--- config.mk ---
export PLATFORM = sky130hd
export DESIGN_NAME = uart_cmd_decode
export DESIGN_NICKNAME = d
export VERILOG_FILES = /design/src/rtl/uart_cmd_decode_pkg.sv /design/src/rtl/uart_gap_timer.sv /design/src/rtl/uart_cmd_decode.sv
export SDC_FILE = /design/constraint.sdc
export NUM_CORES = 1
export LEC_CHECK = 0
export ABC_AREA = 1
export BUFFER_PORTS_ARGS = -buffer_cell sky130_fd_sc_hd__buf_2
export CORE_MARGIN = 3
export CORE_UTILIZATION = 60
export CTS_BUF_LIST = sky130_fd_sc_hd__clkbuf_16
export DETAILED_ROUTE_END_ITERATION = 12
export PLACE_DENSITY = 0.81
export SLEW_MARGIN = 10
export SYNTH_ARGS = -nofsm -noshare
export SYNTH_HDL_FRONTEND = slang
export SYNTH_HIERARCHICAL = 1
export SYNTH_SLANG_ARGS = --single-unit
export TNS_END_PERCENT = 30
--- constraint.sdc ---
create_clock -name sclk -period 5.45 [get_ports sclk]
set_clock_uncertainty 0.1 [all_clocks]
set_input_delay 1.3625 -clock sclk [delete_from_list [all_inputs] [get_ports sclk]]
set_output_delay 1.3625 -clock sclk [all_outputs]
set_load 0.03 [all_outputs]
--- src/rtl/uart_cmd_decode_pkg.sv ---
// rtl/uart_cmd_decode_pkg.sv - shared constants and state encoding for the UART command decoder
package uart_cmd_decode_pkg;

  localparam logic [7:0] HEAD   = 8'h55;
  localparam logic [7:0] CMD_WR = 8'hAA;
  localparam logic [7:0] CMD_RD = 8'hA5;

  localparam int MAX_LEN_DEF     = 64;
  localparam int TIMEOUT_MAX_DEF = 13019;
  localparam int TO_W            = 14;

  typedef enum logic [1:0] {
    ST_IDLE = 2'd0,
    ST_CMD  = 2'd1,
    ST_LEN  = 2'd2,
    ST_DATA = 2'd3
  } state_t;

endpackage

--- src/rtl/uart_gap_timer.sv ---
// rtl/uart_gap_timer.sv - inter-byte gap counter with a single-cycle expire indication
module uart_gap_timer #(
  parameter int W   = 14,
  parameter int MAX = 13019
) (
  input  logic sclk,
  input  logic rst_n,
  input  logic en,
  input  logic clr,
  output logic expire
);

  localparam logic [W-1:0] MAX_C = W'(MAX);

  logic [W-1:0] cnt;

  always_ff @(posedge sclk or negedge rst_n) begin
    if (!rst_n) begin
      cnt <= '0;
    end else if (clr) begin
      cnt <= '0;
    end else if (en) begin
      cnt <= cnt + 1'b1;
    end
  end

  // A clear in the same cycle wins, so an arriving byte suppresses expiry
  assign expire = en && !clr && (cnt == MAX_C);

endmodule

--- src/rtl/uart_cmd_decode.sv ---
// rtl/uart_cmd_decode.sv - framed command parser (HEAD, CMD, LEN, payload) behind the UART receiver
module uart_cmd_decode
  import uart_cmd_decode_pkg::*;
#(
  parameter int MAX_LEN     = MAX_LEN_DEF,
  parameter int TIMEOUT_MAX = TIMEOUT_MAX_DEF
) (
  input  logic       sclk,
  input  logic       rst_n,
  input  logic [7:0] rx_data,
  input  logic       rx_flag,
  output logic       wfifo_wr_en,
  output logic [7:0] wfifo_wr_data,
  output logic       wr_trig,
  output logic       rd_trig,
  output logic [7:0] burst_len,
  output logic       frame_err
);

  localparam logic [7:0] MAX_LEN_B = 8'(MAX_LEN);

  state_t     state;
  logic       is_wr;
  logic [7:0] cnt_data;
  logic       to_expire;

  uart_gap_timer #(
    .W   (TO_W),
    .MAX (TIMEOUT_MAX)
  ) u_gap_timer (
    .sclk   (sclk),
    .rst_n  (rst_n),
    .en     (state != ST_IDLE),
    .clr    (rx_flag || (state == ST_IDLE)),
    .expire (to_expire)
  );

  always_ff @(posedge sclk or negedge rst_n) begin
    if (!rst_n) begin
      state         <= ST_IDLE;
      is_wr         <= 1'b0;
      cnt_data      <= '0;
      wfifo_wr_en   <= 1'b0;
      wfifo_wr_data <= '0;
      wr_trig       <= 1'b0;
      rd_trig       <= 1'b0;
      burst_len     <= '0;
      frame_err     <= 1'b0;
    end else begin
      wfifo_wr_en <= 1'b0;
      wr_trig     <= 1'b0;
      rd_trig     <= 1'b0;
      frame_err   <= 1'b0;
      if (rx_flag) begin
        case (state)
          ST_IDLE: begin
            if (rx_data == HEAD) state <= ST_CMD;
          end
          ST_CMD: begin
            if (rx_data == CMD_WR) begin
              is_wr <= 1'b1;
              state <= ST_LEN;
            end else if (rx_data == CMD_RD) begin
              is_wr <= 1'b0;
              state <= ST_LEN;
            end else if (rx_data != HEAD) begin
              frame_err <= 1'b1;
              state     <= ST_IDLE;
            end
          end
          ST_LEN: begin
            if ((rx_data == 8'd0) || (rx_data > MAX_LEN_B)) begin
              frame_err <= 1'b1;
              state     <= ST_IDLE;
            end else begin
              burst_len <= rx_data;
              if (is_wr) begin
                cnt_data <= '0;
                state    <= ST_DATA;
              end else begin
                rd_trig <= 1'b1;
                state   <= ST_IDLE;
              end
            end
          end
          ST_DATA: begin
            // HEAD bytes are payload here; only the length ends the frame
            wfifo_wr_en   <= 1'b1;
            wfifo_wr_data <= rx_data;
            if (cnt_data == burst_len - 8'd1) begin
              wr_trig  <= 1'b1;
              cnt_data <= '0;
              state    <= ST_IDLE;
            end else begin
              cnt_data <= cnt_data + 8'd1;
            end
          end
          default: state <= ST_IDLE;
        endcase
      end else if (to_expire) begin
        frame_err <= 1'b1;
        cnt_data  <= '0;
        state     <= ST_IDLE;
      end
    end
  end

endmodule
==> metrics.md <==
| Metric | Value |
|---|---|
| Final Wtd Congestion | 0.910 |
| Clock sink count | 45 |
| Routed Antenna Nets | 0 |
| Filler Cell Count | 349 |
| Data required time at the worst endpoint | 5.53 ns |
| Maximum number of pins on one net before global-route repair | 46 |
| Initial Util | 0.654 |
| Synthesized-area fraction occupied by xor and xnor cells | 0.0351 |
| Total vias in the final route | 2486 |
| Top-area cell type share of the netlist area | 0.410 |
| Hold Vio Cnt, Final | 0 |
| Placeable core region | 0.00420 sq mm |
| Deepest level of the CTS H-tree | 2 |
| Length of the first detailed-routing pass in iterations | 4 |
| Biggest fanout along the worst timing path | 14 |
| Detailed Route Iter0 Violations | 150 |
| Clk pin slew, worst setup/hold paths | 0.06 ns |
| Measured slew at the worst slew-check pin | 1.00 ns |
| Hold Path Origin | wfifo_wr_data[3] |
| Per-cell routed wire length | between 10 and 15 microns |
| Routed vias/inst | 5.49 |
| Status | finished clean |
| Post-layout nets | 420 |
| Power density over cell area | 227 mW/mm^2 |
| Data arrival time of the critical path | 3.19 ns |
| Slowest cell delay on critical path | 0.35 ns |
| Cell occurring most often along the worst timing path | nand2_1 |
| Simple logic cell fraction of the synthesized area | 0.380 |
| Ordered cell list for the critical path | buf_2 > or2_2 > inv_1 > nand2_1 > nor2_1 > nand4_1 > nor3_1 > or2_2 > nand2_1 > nor2_1 > nand2_1 > nand2_1 > nand2_1 |
| Slew HR | 0.332 |
| Unrepaired setup endpoints after global routing | false |
| Synth-to-layout area growth | 12.0% |
| Number of distinct library cells after synthesis | 34 |
| Seq/Total Area, Yosys | 0.410 |
| Tot GR Track Use | 0.251 |
| Synth Warn # | 6 |
| Row count | 23 |
| Core utilization of the finished layout | 0.733 |
| Share of cell area taken by muxes after synthesis | 0 |
| Syn Std Cell Area | 0.00275 sq mm |
| Final max-slew violation count | 0 |
| Worst Setup Start Kind | primary input |
| First-pass GRT wire length | 10500 microns |
| Clock period minus final worst setup slack | 3.12 ns |
| #FFs+latches synth | 45 |
| Ratio of final minimum period to clock period | 0.572 |
| Area enclosed by the die boundary | 0.00543 sq mm |
| Mean cell area of the mapped netlist | 7.43 sq um |
| Die Height | 73.7 microns |
| Post-synth net total | about 390 |
| Main combinational cell family by area after synthesis | simple AND/OR/NAND/NOR gates |
| Leakage power summed over all cells | between 1.5 and 2 nW |
| Setup tns final | 0 ns |
| Critical setup path kind | in -> reg |
| Clock tree from TritonCTS | yes |
| Library cell occupying the most area in the post-synthesis netlist | dfrtp_1 |
| Total of cells resized after clock tree synthesis | 0 |
| Min-Delay Path Class | reg -> reg |
| Die Span X | 73.7 microns |
| Top-level port count | 31 |
| DP HPWL | between 4000 and 5000 microns |
| Max-Cap Viols | 0 |
| Via count of the first global-routing pass | about 2400 |
| Number of CTS-inserted buffers | 5 |
| Clock latency reported for the late side of the worst-skew pair | 0.28 ns |
| Critical path origin | rx_flag |
| ANT cells | 0 |
| Peak supply drop | 0.000187 V |
| Clock tree buffer depth | 2 |
| Post-Route WL | 6170 microns |
| Fraction of final layout cells with drive strength greater than 1 | 0.176 |
| DR DRC count | 0 |
| Hold bufs inserted after CTS | 0 |
| CTS Root Buffer Type | clkbuf_16 |
| Post-CTS setup buffers | 0 |
| Maximum achievable frequency | 0.321 GHz |
| Share of the synthesized area in compound gates (AO/OA/AOI/OAI) | 0.0719 |
| # setup viols final | 0 |
| Post-Synthesis Cells | 370 |
| Number of antenna violations at the first check in global routing | 0 |
| Reg2Reg Setup Slack | 2.87 ns |
| Port Buf Inserts | 30 |
| Crit-path slowest cell | or2_2 |
| Total gr overflow | 0 |
| Sort of element at the end of the critical path | register |
| Critical register-to-register path startpoint | state[1] |
| Post-Synth Adder-Cell Area | 0.0319 |
| Largest cells by area after synthesis | dfrtp_1 (41%), nand2_1 (16%), inv_1 (5.7%) |
-- cell usage in the layout, fill, tap and decap left out, drive strengths merged --
master / count
a21boi: 2
or2: 5
o211ai: 1
nand3: 29
and2: 2
buf: 30
nor4: 1
xnor2: 4
o21ai: 22
dfrtp: 45
ha: 7
xor2: 7
clkinvlp: 2
clkbuf: 5
nand4: 10
nor3: 7
nand2: 125
a21oi: 10
and3: 2
nor2: 41
inv: 46
-- cell families after synthesis --
logic type | after synthesis
fa+ha+maj | 7
buf+inv | 50
xor+xnor | 11
flops | 45
simple gates | 222
compound gates | 35
-- path summary, 6_finish.rpt --
kind	to	cells past startpoint
min	wfifo_wr_data[3]	2
min reg2reg	wfifo_wr_data[3]	2
max	state[1]	13
max in group asynchronous	u_gap_timer/cnt[7]	1
max reg2reg	state[1]	14
min in group asynchronous	wfifo_wr_en	1
-- worst max-delay path, delay by kind of cell --
| kind | cells | cell delay [ns] |
|---|---|---|
| AND/OR/NAND/NOR | 11 | 1.37 |
| buffers and inverters | 2 | 0.44 |
-- report_power, final --
part / total, W / switching, W / internal [W] / leakage, nW
clock network: 0.000293 / 0.000124 / 0.000168 / 0.0672
registers: 0.000342 / 0.00000400 / 0.000338 / 0.595
logic: 0.0000631 / 0.0000458 / 0.0000173 / 0.907
total: 0.000698 / 0.000174 / 0.000523 / 1.57
-- area by class of cell --
cell class	instances	area, sq um	share of cell area
inverter	45	169	0.0549
multi-input combinational	275	1430	0.463
clock buffer	5	125	0.0407
clock inverter	3	18.8	0.00610
sequential	45	1130	0.366
timing repair buffer	30	150	0.0488
tap	50	62.6	0.0203
-- metrics by stage --
| stage | area [sq um] | worst slack [ns] | hold slack (ns) | total power [W] | std cells |
|---|---|---|---|---|---|
| 6_report | 3080 | 2.33 | 0.376 | 0.000698 | 453 |
| 5_1_grt | 3080 | 2.10 | 0.399 | 0.000727 | 453 |
| 4_1_cts | 3080 | 2.35 | 0.377 | 0.000702 | 453 |
| 3_5_place_dp | 2930 | 2.05 | 0.361 | 0.000411 | 445 |
| 3_3_place_gp | 2930 | 2.14 | 0.357 | 0.000409 | 445 |
| 2_1_floorplan | 2750 | 2.48 | 0.333 | 0.000387 | 370 |
-- sequential cells by signal, indices dropped and copies added (netlist names) --
register / count
burst_len: 8
cnt_data: 8
frame_err: 1
is_wr: 1
rd_trig: 1
state: 2
u_gap_timer/cnt: 14
wfifo_wr_data: 8
wfifo_wr_en: 1
wr_trig: 1
-- cells in the mapped netlist (all sizes together) --
master  instances
nand2         125
dfrtp          45
inv            45
nor2           41
nand3          29
o21ai          22
a21oi          10
nand4          10
ha              7
nor3            7
xor2            7
or2             5
buf             4
xnor2           4
a21boi          2
and2            2
and3            2
clkbuf          1
nor4            1
o211ai          1
-- layer usage --
layer | vias to the layer above | part of all wire | track usage
met5 | - | 0 | 0
met4 | 0 | 0.020 | 0.0845
met3 | 12 | 0.041 | 0.0410
met2 | 62 | 0.50 | 0.438
met1 | 1168 | 0.43 | 0.315
li1 | 1244 | - | -
(Power assumes the default switching activity.)
